[config.mk]
export PLATFORM = sky130hd
export DESIGN_NAME = etapa_busqueda
export DESIGN_NICKNAME = d
export VERILOG_FILES = /design/src/rtl/etapa_busqueda.sv
export SDC_FILE = /design/constraint.sdc
export NUM_CORES = 1
export LEC_CHECK = 0
export CAP_MARGIN = 30
export CORE_ASPECT_RATIO = 1.25
export CORE_MARGIN = 5
export CORE_UTILIZATION = 34
export CTS_CLUSTER_DIAMETER = 150
export DETAILED_ROUTE_END_ITERATION = 8
export PLACE_DENSITY_LB_ADDON = 0.05
export SETUP_SLACK_MARGIN = 0.3
export SLEW_MARGIN = 25
export SYNTH_ARGS = -nofsm -noshare
export SYNTH_HDL_FRONTEND = slang
export SYNTH_SLANG_ARGS = --single-unit
[constraint.sdc]
create_clock -name clk_i -period 4.23 [get_ports clk_i]
set_input_delay 0.846 -clock clk_i [delete_from_list [all_inputs] [get_ports clk_i]]
set_output_delay 0.846 -clock clk_i [all_outputs]
set_load 0.02 [all_outputs]
[src/rtl/etapa_busqueda.sv]
// etapa_busqueda: instruction-fetch stage.
// Holds the program counter, requests instruction words over a req/ack
// handshake, registers the returned word and hands it to decode with a valid
// flag. Supports branch/jump redirection and flags misaligned targets and
// memory timeouts with a sticky error.
//
// Ports:
//   clk_i, rst_i          clock, asynchronous active-high reset
//   habilitar_i           fetch enable
//   salto_i               redirect request (1-cycle pulse)
//   destino_salto_i[31:0] redirect target
//   mem_req_o, mem_dir_o  instruction-memory request and byte address
//   mem_ack_i, mem_dato_i memory response, data valid with ack
//   instruccion_o, pc_o   fetched word and its address
//   valida_o              instruccion_o/pc_o valid
//   consumida_i           decode accepted the instruction
//   error_o               sticky fault flag
//
// state    | meaning
// ---------+--------------------------------------------------------------
// INACTIVO | idle, no request outstanding
// SOLICITA | request in flight (first cycle after a redirect: request low)
// ENTREGA  | word held for decode until consumed
// ERROR    | misaligned target or timeout; only reset leaves
module etapa_busqueda #(
    parameter logic [31:0] PC_RESET   = 32'h0000_0000,
    parameter int          MAX_ESPERA = 16,
    parameter logic [31:0] INSTR_NOP  = 32'h0000_0013
) (
    input  logic        clk_i,
    input  logic        rst_i,
    input  logic        habilitar_i,
    input  logic        salto_i,
    input  logic [31:0] destino_salto_i,
    output logic        mem_req_o,
    output logic [31:0] mem_dir_o,
    input  logic        mem_ack_i,
    input  logic [31:0] mem_dato_i,
    output logic [31:0] instruccion_o,
    output logic [31:0] pc_o,
    output logic        valida_o,
    input  logic        consumida_i,
    output logic        error_o
);

    localparam int CW = (MAX_ESPERA > 2) ? $clog2(MAX_ESPERA) : 1;
    localparam logic [CW-1:0] CNT_MAX = CW'(MAX_ESPERA - 1);

    typedef enum logic [1:0] {INACTIVO, SOLICITA, ENTREGA, ERROR} estado_t;

    estado_t        estado, estado_d;
    logic [31:0]    pc, pc_d;
    logic [CW-1:0]  cnt, cnt_d;
    logic           req_d, val_d, err_d;
    logic [31:0]    instr_d, pc_o_d;

    assign mem_dir_o = pc;

    always_ff @(posedge clk_i or posedge rst_i) begin
        if (rst_i) estado <= INACTIVO;
        else       estado <= estado_d;
    end

    always_comb begin
        estado_d = estado;
        pc_d     = pc;
        cnt_d    = cnt;
        req_d    = mem_req_o;
        val_d    = valida_o;
        err_d    = error_o;
        instr_d  = instruccion_o;
        pc_o_d   = pc_o;

        if (estado == ERROR) begin
            req_d   = 1'b0;
            val_d   = 1'b0;
            err_d   = 1'b1;
            instr_d = INSTR_NOP;
        end else if (salto_i) begin
            val_d   = 1'b0;
            req_d   = 1'b0;
            instr_d = INSTR_NOP;
            cnt_d   = '0;
            if (destino_salto_i[1:0] != 2'b00) begin
                estado_d = ERROR;
                err_d    = 1'b1;
            end else begin
                pc_d     = destino_salto_i;
                estado_d = habilitar_i ? SOLICITA : INACTIVO;
            end
        end else begin
            case (estado)
                INACTIVO: begin
                    if (habilitar_i) begin
                        estado_d = SOLICITA;
                        req_d    = 1'b1;
                        cnt_d    = '0;
                    end
                end
                SOLICITA: begin
                    if (!mem_req_o) begin
                        // Bubble after a redirect: raise the request to the new pc.
                        req_d = 1'b1;
                    end else if (mem_ack_i) begin
                        // Ack beats a timeout on the same edge.
                        instr_d  = mem_dato_i;
                        pc_o_d   = pc;
                        val_d    = 1'b1;
                        req_d    = 1'b0;
                        cnt_d    = '0;
                        estado_d = ENTREGA;
                    end else if (cnt == CNT_MAX) begin
                        req_d    = 1'b0;
                        err_d    = 1'b1;
                        estado_d = ERROR;
                    end else begin
                        cnt_d = cnt + 1'b1;
                    end
                end
                ENTREGA: begin
                    if (consumida_i) begin
                        val_d   = 1'b0;
                        instr_d = INSTR_NOP;
                        pc_d    = pc + 32'd4;
                        if (habilitar_i) begin
                            estado_d = SOLICITA;
                            req_d    = 1'b1;
                            cnt_d    = '0;
                        end else begin
                            estado_d = INACTIVO;
                        end
                    end
                end
                default: ;
            endcase
        end
    end

    always_ff @(posedge clk_i or posedge rst_i) begin
        if (rst_i) begin
            pc            <= PC_RESET;
            cnt           <= '0;
            mem_req_o     <= 1'b0;
            valida_o      <= 1'b0;
            error_o       <= 1'b0;
            instruccion_o <= INSTR_NOP;
            pc_o          <= PC_RESET;
        end else begin
            pc            <= pc_d;
            cnt           <= cnt_d;
            mem_req_o     <= req_d;
            valida_o      <= val_d;
            error_o       <= err_d;
            instruccion_o <= instr_d;
            pc_o          <= pc_o_d;
        end
    end

endmodule

== Word-level counts from Yosys, hierarchy flattened ==
Index checks and enable logic that the tools add are counted.

* Add/sub/neg operators: 2
* Equal/unequal tests: 15
* Multiplexer cells: 47
* Bitwise operators: 2
* Reduce and logical (&&, ||, !) cells: 17

{| class="wikitable"
|+ Operators by type and width
! kind !! count
|-
| $mux 32 || 9
|-
| $pmux 32 s2 || 1
|-
| $add 32x3->32 const B || 1
|-
| $mux 4 || 6
|-
| $mux 1 || 20
|-
| $ne 4x4->1 const B || 5
|-
| $reduce_and 5->1 || 3
|-
| $mux 2 || 7
|-
| $pmux 4 s3 || 1
|-
| $ne 3x3->1 const B || 3
|-
| $reduce_bool 3->1 || 3
|-
| $reduce_and 4->1 || 2
|-
| $reduce_bool 4->1 || 2
|-
| $pmux 2 s3 || 1
|-
| $reduce_and 6->1 || 1
|-
| $reduce_bool 2->1 || 3
|-
| $reduce_bool 5->1 || 1
|-
| $add 4x1->4 const B || 1
|-
| $eq 2x2->1 const B || 2
|-
| $eq 4x4->1 const B || 1
|-
| $ne 3x1->1 const B || 1
|-
| $ne 3x2->1 const B || 1
|-
| $pmux 1 s3 || 1
|-
| $eq 2x1->1 const B || 1
|-
| other kinds (5) || 6
|}

* Flip-flop bits (word level): 105
* Word-level logic and storage cells: 91

== Longest topological paths before layout ==
Gate-level depths: netlist (run 1).

* Depth after elaboration: 7
* Gate-level depth with buffers: 9

== Worst setup path before layout (run 1) ==
No wires, ideal clock.

* Path kind: input port to flip-flop
* From: in destino_salto_i[0]
* To: reg pc[27], in the netlist mem_dir_o[27]
* Arrival time: 2147 ps
* Path slack: 1957 ps
* Stages: 7
* Cells stage by stage: or4b_1 -> buf_2 -> and2_4 -> buf_6 -> nand2_1 -> nand2_1 -> a311o_1

* Longest elaborated chain between the ends: 3

{| class="wikitable"
|+ RTL lines
! item !! line !! text
|-
| start, declared || 34 || <nowiki>input logic [31:0] destino_salto_i,</nowiki>
|-
| $reduce_bool 2->1 || 84 || <nowiki>if (destino_salto_i[1:0] != 2'b00) begin</nowiki>
|-
| $ne 2x2->1 (no line) || -- ||
|-
| $reduce_and 4->1 (no line) || -- ||
|-
| end signal, assigned || 149 || <nowiki>pc <= pc_d;</nowiki>
|-
| end, declared || 52 || <nowiki>logic [31:0] pc, pc_d;</nowiki>
|}

Every way passes these cells.
A chain may end at the register's enable or synchronous reset.

== Worst setup path after layout (run 1) ==
* From: in consumida_i
* To: reg pc[12], in the netlist mem_dir_o[12]

* Longest elaborated chain between the ends: 2

{| class="wikitable"
|+ RTL lines
! item !! line !! text
|-
| start, declared || 42 || <nowiki>input logic consumida_i,</nowiki>
|-
| $reduce_bool 2->1 (no line) || -- ||
|-
| $reduce_and 4->1 (no line) || -- ||
|}

Every way passes these cells.

==> results of run 1 <==
[placed cells by master (no fill, tap or decap), types with 7 or more instances in the layout]
master and count:
a21oi_1 25, a22o_1 30, a31oi_1 7, and3_1 9, and4_1 7, buf_4 7, clkbuf_16 9, clkdlybuf4s50_1 167
dfrtp_1 102, ha_1 8, inv_1 15, mux2_2 32, nand2_1 33, nand3_1 20, nand4_1 8, nor2_1 23
nor3_1 12, o21ai_0 26
[area by class of cell]
| type | instances | area (um2) |
|---|---|---|
| clock inverter | 6 | 155 |
| timing repair buffer | 176 | 1740 |
| fill | 1336 | 7220 |
| multi-input combinational | 318 | 2210 |
| inverter | 16 | 62.6 |
| tap | 178 | 223 |
| sequential | 105 | 2630 |
| clock buffer | 9 | 225 |
[worst max-delay path, stage by stage]
cell and delay (ns):
clkdlybuf4s50_1 0.52, or4bb_1 0.66, nand2_1 0.42, buf_4 0.31, o21ai_0 0.13, o2bb2ai_1 0.16
[report_power, final]
| group | switching [W] | internal [W] | leakage, nW |
|---|---|---|---|
| sequential | 0.000346 | 0.00135 | 1.34 |
| combinational | 0.00104 | 0.000986 | 1.58 |
| clock | 0.000375 | 0.000694 | 0.185 |
[final timing paths]
kind	endpoint	slack [ns]
min in group asynchronous	mem_dir_o[19]$_DFFE_PP0P_	1.01
min reg2reg	error_o$_DFFE_PP0P_	0.48
min	error_o$_DFFE_PP0P_	0.48
max	mem_dir_o[12]$_DFFE_PP0P_	1.39
max in group asynchronous	mem_dir_o[3]$_DFFE_PP0P_	2.41
max reg2reg	mem_dir_o[12]$_DFFE_PP0P_	1.51
[state kept, by name, summed over array words and instances, names as in the netlist]
register and count:
error_o 1, mem_req_o 1, pc_o 32, instruccion_o 32
estado 2, valida_o 1, mem_dir_o 32, cnt 4
[kinds of logic after synthesis]
group / synth area share
and+or+nand+nor: 0.144
adders and majority gates: 0.0199
AOI/OAI and AO/OA: 0.194
DFF: 0.524
buffers and inverters: 0.0398
muxes: 0.0777
[per-layer routing]
layer | up-vias | GRT usage
li1 | 2074 | -
met1 | 2111 | 0.212
met2 | 141 | 0.294
met3 | 14 | 0.0630
met4 | 2 | 0.0528
met5 | - | 0
[metrics by stage]
| step | hold slack [ns] | std cells | total power (W) |
|---|---|---|---|
| after floorplan | 0.491 | 471 | 0.00275 |
| after CTS | 0.485 | 808 | 0.00485 |
| after detailed placement | 0.465 | 793 | 0.00377 |
| final | 0.480 | 808 | 0.00480 |
| after global routing | 0.502 | 808 | 0.00509 |
| after global placement | 0.456 | 792 | 0.00373 |
==> run_results.csv, run 1 <==
group,metric,value,unit
synth,ys_top_cells_by_area,"dfrtp_1, mux2_2, a22o_1, o21ai_0, a21oi_1",
status,status,"complete, no violations",
final_layout,diodes,0,
clock_tree,clk_path_buf_depth,2,
final_layout,stdcell_area,7240,um2
die,ios,169,
sta,hold_viol,0,
die,initial_core_util,0.347,
clock_tree,cts_tree,"yes",
setup_path,regToRegStartpoint,"estado[0]$_DFFE_PP0P_",
clock_tree,cts_sinks,105,
route,first_iter_violations,267,
clock_tree,numCtsBuffers,9,
route,met2RoutedLength,7400,um
route,wirelength,14800,um
setup_path,ff2ff_path_depth,6,
clock_tree,clock_latency,0.36,ns
synth,ys_ff_latch,105,
synth,netlist_instances,471,
clock_tree,clkTransAtPathRegs,0.07,ns
min_path,hold_start,"error_o$_DFFE_PP0P_",
sta,finalCritPeriodShare,0.672,
sta,fin_crit,2.84,ns
synth,avgSynthCellArea,10.7,um2
clock_tree,root_buffer,"clkbuf_16",
synth,yosys.area.top_type,"dfrtp_1",
die,die-area,17300,um2
synth,yosysSeqAreaShare,0.524,
synth,ys_types,56,
power_and_ir_drop,power_per_cell_area,662,nW/um2
synth,synth_commonest_cells,"dfrtp_1, nand2_1, mux2_2, a22o_1, o21ai_0",
synth,synth_area,5020,um2
die,num_rows,49,
sta,rsz0062_at_grt,"false",
global_routing,grt_max_degree,66,
setup_path,path_class,"in -> reg",
final_layout,drive_gt1_frac,0.102,
route,ant_nets,0,
sta,worst_pin_slew,0.816,ns
global_routing,grt-ovfl-total,0,
global_routing,grtUsageTotal,0.176,
min_path,hp-class,"reg -> reg",
synth,synthFlopType,"dfrtp_1",
synth,synth_nets,549,
placement,post_dp_cell_area,6860,um2
die,dieWidth,119,um
synth,synth-async-reset-ratio,1.00,
placement,hpwlAfterDp,10600,um
placement,globalplace.congestion,0.847,
setup_path,critPathRequiredTime,4.46,ns
final_layout,area_delta_synth_final,44.2,%
clock_tree,hold_buffers,0,
clock_tree,htree_levels,3,
route,topRoutingLayerUsed,"met5",
setup_path,timing.critical_path.from,"consumida_i",
final_layout,finish.utilization,0.501,
clock_tree,post_cts_resized,0,
sta,fin_setup_tns,0,ns
power_and_ir_drop,ir_worst_vdd,0.259,mV
sta,fin_skew,0.0117,ns
clock_tree,postCtsSetupBuffers,0,
sta,fmax,352,MHz
route,wl_met1,6170,um
global_routing,antenna_found_initial,1,
power_and_ir_drop,leakagePower,3.11,nW
sta,maxSlewViolCount,0,
route,viasPerCell,5.37,
route,dr_wl_met3,1070,um
die,chipHeight,146,um
synth,synth.most_common_cell,"dfrtp_1",
setup_path,arrival,3.07,ns
setup_path,cp_max_fo,18,
placement,numPortBuffers,168,
die,core_area,14500,um2
global_routing,grt_pass1_wl,24600,um
global_routing,grt_pass1_vias,4539,
sta,setup_viol,0,
min_path,whs_path_depth,1,
synth,synth_edf_count,0,
synth,ys_warn_count,0,
sta,worst_slack,1.39,ns
sta,relSlewSlack,0.456,
route,drc,0,
final_layout,fin_nets,704,
route,firstDrtPassIters,4,
synth,synth_top_area_frac,0.508,
route,routedWlPerCell,18.3,um
setup_path,startpoint_type,"primary input",
job,maxCapViolations,0,
setup_path,crit_path_end_kind,"register",
placement,pre_cts_slack,1.04,ns
route,via_count,4342,
Power figures use the tool's default switching activity.
==> run 2, diff against run 1 <==
- clock period: 4.23 -> 2.7 ns (I/O delays scaled with it)
==> run 2 against run 1 <==
Net effect: power grew 53%; flip-flop and latch count stayed put; sequential share of layout area down 0.18 points; global-route usage decreased by 0.13 points; die area is the same; critical endpoint is now mem_dir_o[27]$_DFFE_PP0P_; highest routed layer is now met4.
==> run_results.csv, run 2 (synthesis gave the netlist of run 1 again) <==
group,metric,value,unit
status,status,"complete, no violations",
sta,finalCritPeriodShare,0.819,
route,ant_nets,0,
sta,worst_pin_slew,0.698,ns
power_and_ir_drop,internal-power,0.00448,W
setup_path,crit_path_end_kind,"register",
global_routing,grtUsageTotal,0.174,
sta,fmax,452,MHz
power_and_ir_drop,clkPwrFrac,0.187,
route,via_count,4430,
job,maxCapViolations,0,
placement,hpwlAfterDp,10800,um
route,first_iter_violations,231,
clock_tree,numCtsBuffers,9,
die,die-area,17300,um2
global_routing,grt_pass1_vias,4727,
clock_tree,htree_levels,3,
final_layout,fin_nets,711,
route,drc,0,
sta,fin_setup_tns,0,ns
power_and_ir_drop,power_per_cell_area,1010,nW/um2
setup_path,path_class,"reg -> reg",
final_layout,drive_gt1_frac,0.119,
global_routing,grt_max_degree,106,
clock_tree,clk_path_buf_depth,2,
final_layout,diodes,0,
sta,fin_crit,2.21,ns
route,firstDrtPassIters,4,
sta,fin_skew,0.0101,ns
die,num_rows,49,
power_and_ir_drop,p_comb_frac,0.450,
final_layout,final_common_cell,"clkdlybuf4s50_1",
clock_tree,cts_tree,"yes",
setup_path,arrival,2.43,ns
min_path,hp-class,"reg -> reg",
route,wirelength,15100,um
sta,hold_viol,0,
power_and_ir_drop,leakagePower,3.11,nW
clock_tree,root_buffer,"clkbuf_16",
setup_path,critPathRequiredTime,2.92,ns
sta,maxSlewViolCount,0,
die,ios,169,
global_routing,antenna_found_initial,0,
setup_path,cp_max_fo,26,
placement,globalplace.congestion,0.831,
die,chipHeight,146,um
sta,setup_viol,0,
route,viasPerCell,5.43,
sta,rsz0062_at_grt,"false",
final_layout,mostFrequentLayoutCells,"clkdlybuf4s50_1, dfrtp_1, nand2_1, mux2_2, a22o_1",
die,dieWidth,119,um
clock_tree,clock_latency,0.34,ns
die,core_area,14500,um2
final_layout,fillers,1329,
power_and_ir_drop,p_sw,0.00286,W
global_routing,grt-ovfl-total,0,
global_routing,grt_pass1_wl,24700,um
sta,relSlewSlack,0.535,
power_and_ir_drop,sw_frac_of_total,0.389,
power_and_ir_drop,ir_worst_vdd,0.540,mV
clock_tree,clkTransAtPathRegs,0.07,ns
die,initial_core_util,0.347,
final_layout,area_delta_synth_final,44.9,%
placement,numPortBuffers,168,
power_and_ir_drop,p_seq_frac,0.363,
route,routedWlPerCell,18.5,um
clock_tree,cts_sinks,105,
setup_path,startpoint_type,"register",
final_layout,finish.utilization,0.503,
## run 2: cell count changes in the layout (fill, tap and decap cells not counted), moves of 2 or more
cell and delta:
buf_12 +2, clkinvlp_4 +2, buf_4 +5, inv_6 +4
bufinv_16 -4
## run 2: final timing paths
check | cells after the start | slack (ns) | end | from
max | 6 | 0.49 | mem_dir_o[27]$_DFFE_PP0P_ | estado[0]$_DFFE_PP0P_
min | 2 | 0.48 | instruccion_o[4]$_DFFE_PP1P_ | instruccion_o[4]$_DFFE_PP1P_
max reg2reg | 6 | 0.49 | mem_dir_o[27]$_DFFE_PP0P_ | estado[0]$_DFFE_PP0P_
min reg2reg | 2 | 0.48 | instruccion_o[4]$_DFFE_PP1P_ | instruccion_o[4]$_DFFE_PP1P_
max in group asynchronous | 3 | 1.55 | pc_o[29]$_DFFE_PP0P_ | rst_i
min in group asynchronous | 3 | 0.73 | pc_o[15]$_DFFE_PP0P_ | rst_i
## run 2: worst max-delay path: stages, from the launching register on
cell	delay, ns
dfrtp_1	0.44
ha_2	0.29
or4b_4	0.61
and2_4	0.28
nand2_1	0.10
nand2_1	0.05
a311o_1	0.31
## run 2: per-stage QoR
stage          setup slack [ns]  std cells  hold slack (ns)  total power, W  instance area, um2
2_1_floorplan             0.561        471            0.491         0.00431                5030
3_3_place_gp              0.204        799            0.453         0.00591                6930
3_5_place_dp              0.163        800            0.469         0.00598                6940
4_1_cts                   0.313        816            0.487         0.00740                7250
5_1_grt                   0.350        816            0.509         0.00780                7280
6_report                  0.489        816            0.483         0.00734                7280
## run 2: area by class of cell
class / count / area, um2 / area share
clock inverter: 6 / 72.6 / 0.00997
multi-input combinational: 318 / 2230 / 0.307
timing repair buffer: 183 / 1820 / 0.250
sequential: 105 / 2630 / 0.361
tap: 178 / 223 / 0.0306
inverter: 16 / 63.8 / 0.00876
clock buffer: 10 / 239 / 0.0328
## run 2: power groups by stage
| stage | logic (W) | clock network, W | registers, W |
|---|---|---|---|
| floorplan | 0.00111 | 0 | 0.00320 |
| global placement | 0.00324 | 0 | 0.00267 |
| detailed placement | 0.00330 | 0 | 0.00268 |
| CTS | 0.00331 | 0.00143 | 0.00267 |
| global route | 0.00356 | 0.00148 | 0.00276 |
| finish | 0.00330 | 0.00138 | 0.00266 |
## run 2: timing repair
action,4_1_cts,5_1_grt
setup buffers,0,0
hold buffers,0,0
hold endpoints to repair,0,0
setup endpoints to repair,0,18
gates resized for setup,0,5
## run 2: routing by layer
| metal | global-route usage | share of wire |
|---|---|---|
| met3 | 0.0498 | 0.066 |
| met5 | 0 | 0 |
| met1 | 0.214 | 0.42 |
| met2 | 0.290 | 0.49 |
| met4 | 0.0655 | 0.025 |
==> run 3, diff against run 2 <==
- clock period: 2.7 -> 2.05 ns (I/O delays scaled with it)
==> run 3 against run 2 <==
Net effect: largest cell class is now non-clock buffers; critical path depth rose by 1; hold slack worse by 0.0092 ns; routed wire length rose by 15%; highest routed layer unchanged; final cell count increased by 8.2%; largest power group unchanged; fmax is 8.9% higher; first-iteration DRC count grew 16%; utilization rose by 8.2 points; clock power is 31% higher; cell area rose by 16%; sequential power is 26% higher.
==> run_results.csv, run 3 (synthesis gave the netlist of run 1 again) <==
group,metric,value,unit
clock_tree,htree_levels,3,
sta,finalCritPeriodShare,0.991,
final_layout,area_delta_synth_final,68.7,%
die,core_area,14500,um2
sta,fin_skew,0.00949,ns
final_layout,mostFrequentLayoutCells,"dfrtp_1, clkdlybuf4s50_1, buf_4, dlygate4sd2_1, dlymetal6s2s_1",
global_routing,grt_pass1_wl,27000,um
setup_path,cp_cell_sequence,"buf_6 -> ha_4 -> or4bb_4 -> and2_4 -> buf_12 -> a21oi_2 -> a2bb2oi_1",
sta,worst_pin_slew,0.569,ns
global_routing,grt_use_met1,0.243,
route,drc,0,
placement,pre_cts_slack,-0.218,ns
sta,rsz0062_at_grt,"true",
sta,worst_slack,0.0191,ns
final_layout,multi_input_area,2510,um2
sta,fmax,492,MHz
clock_tree,clk_path_buf_depth,2,
global_routing,grtUsageTotal,0.193,
die,dieWidth,119,um
setup_path,r2r_setup_slack,0.02,ns
final_layout,diodes,0,
route,routedWlPerCell,19.7,um
placement,globalplace.congestion,0.829,
die,num_rows,49,
die,chipHeight,146,um
global_routing,busiest_layer,"met2",
power_and_ir_drop,p_total,0.0110,W
route,via_count,4771,
final_layout,fin_nets,778,
placement,hpwlAfterDp,11000,um
power_and_ir_drop,p_seq_frac,0.303,
sta,setup_viol,0,
global_routing,grt-ovfl-total,0,
global_routing,antenna_found_initial,0,
clock_tree,root_buffer,"clkbuf_16",
global_routing,grt_max_degree,106,
sta,timing.hold.ws,0.474,ns
setup_path,path_class,"reg -> reg",
power_and_ir_drop,p_sw,0.00423,W
power_and_ir_drop,power_per_cell_area,1300,nW/um2
sta,hold_viol,0,
status,status,"complete, no violations",
setup_path,critPathRequiredTime,2.32,ns
final_layout,drive_gt1_frac,0.279,
final_layout,fillers,1281,
die,die-area,17300,um2
sta,fin_crit,2.03,ns
sta,relSlewSlack,0.621,
power_and_ir_drop,sw_frac_of_total,0.384,
power_and_ir_drop,p_comb_frac,0.532,
final_layout,ff_latch_area,2640,um2
placement,numPortBuffers,168,
final_layout,finish.utilization,0.586,
placement,place_inst,834,
global_routing,use_met2,0.335,
job,maxCapViolations,0,
power_and_ir_drop,leakagePower,4.22,nW
route,ant_nets,0,
route,firstDrtPassIters,5,
route,viasPerCell,5.40,
power_and_ir_drop,ir_worst_vdd,0.662,mV
clock_tree,cts_tree,"yes",
setup_path,crit_path_end_kind,"register",
setup_path,startpoint_type,"register",
min_path,hp-class,"reg -> reg",
final_layout,final-instance-count-excl-fill,883,
setup_path,cp_max_fo,8,
die,ios,169,
final_layout,final_common_cell,"dfrtp_1",
clock_tree,numCtsBuffers,9,
setup_path,cpPeakStageDelay,0.55,ns
setup_path,crit_slowest_cell,"or4bb_4",
clock_tree,cts_sinks,105,
global_routing,grt_pass1_vias,4921,
route,first_iter_violations,269,
die,initial_core_util,0.347,
power_and_ir_drop,internal-power,0.00678,W
sta,maxSlewViolCount,0,
setup_path,arrival,2.30,ns
clock_tree,clock_latency,0.35,ns
power_and_ir_drop,clkPwrFrac,0.164,
global_routing,grtUsageMet3,0.0424,
route,wirelength,17400,um
clock_tree,clkTransAtPathRegs,0.07,ns
-- run 3: changes by cell type in the layout (fill, tap and decap cells not counted), moves of 10 or more --
cell	before	now
buf_6	1	14
dlygate4sd2_1	0	37
dlymetal6s2s_1	0	34
clkdlybuf4s50_1	167	96
o21ai_2	0	10
o21ai_0	26	11
buf_4	12	45
buf_12	2	15
-- run 3: layout make-up --
cell class              count  area share
repair buffers            250       0.322
clock buffers              13      0.0307
clock inverters             3     0.00561
well taps                 178      0.0263
multi-input cells         318       0.297
flip-flops and latches    105       0.311
inverters                  16     0.00753
-- run 3: timing repair --
action	in CTS	in global routing
cloned	8	1
hold buffers	0	0
endpoints found under the setup margin	139	137
pin swaps	28	10
setup buffers	20	4
resized for setup	125	61
-- run 3: per-stage QoR --
| step | area [um2] | setup TNS [ns] |
|---|---|---|
| global route | 8470 | -0.316 |
| CTS | 8200 | 0 |
| finish | 8470 | 0 |
| floorplan | 5080 | 0 |
| detailed placement | 7270 | -5.26 |
| global placement | 7270 | -4.09 |
-- run 3: path summary, 6_finish.rpt --
| path | start | to | cells after the start |
|---|---|---|---|
| setup reg to reg | estado[1]$_DFFE_PP0P_ | mem_dir_o[21]$_DFFE_PP0P_ | 7 |
| setup / recovery | estado[1]$_DFFE_PP0P_ | mem_dir_o[21]$_DFFE_PP0P_ | 7 |
| hold reg to reg | valida_o$_DFFE_PP0P_ | valida_o$_DFFE_PP0P_ | 1 |
| hold / removal | valida_o$_DFFE_PP0P_ | valida_o$_DFFE_PP0P_ | 1 |
| max in group asynchronous | rst_i | estado[0]$_DFFE_PP0P_ | 3 |
| min in group asynchronous | rst_i | instruccion_o[17]$_DFFE_PP0P_ | 3 |
-- run 3: critical path, delay by kind of cell, from the launching register on --
family	cells	cell delay [ns]
buf+inv	2	0.29
simple gates	2	0.79
compound gates	2	0.25
fa+ha+maj	1	0.16
flops	1	0.44
-- run 3: power groups by stage --
stage                     sequential [W]  clock [W]  combinational (W)
after detailed placement         0.00337          0            0.00495
after CTS                        0.00334    0.00186            0.00564
after global routing             0.00344    0.00193            0.00624
after global placement           0.00334          0            0.00491
after floorplan                  0.00424          0            0.00151
final                            0.00334    0.00181            0.00587
-- run 3: routing by layer --
layer | vias up | part of all wire | routed length (um)
li1 | 2227 | - | -
met5 | - | 0 | 0
met3 | 19 | 0.054 | 930
met1 | 2382 | 0.43 | 7430
met2 | 143 | 0.51 | 8790
met4 | 0 | 0.013 | 233
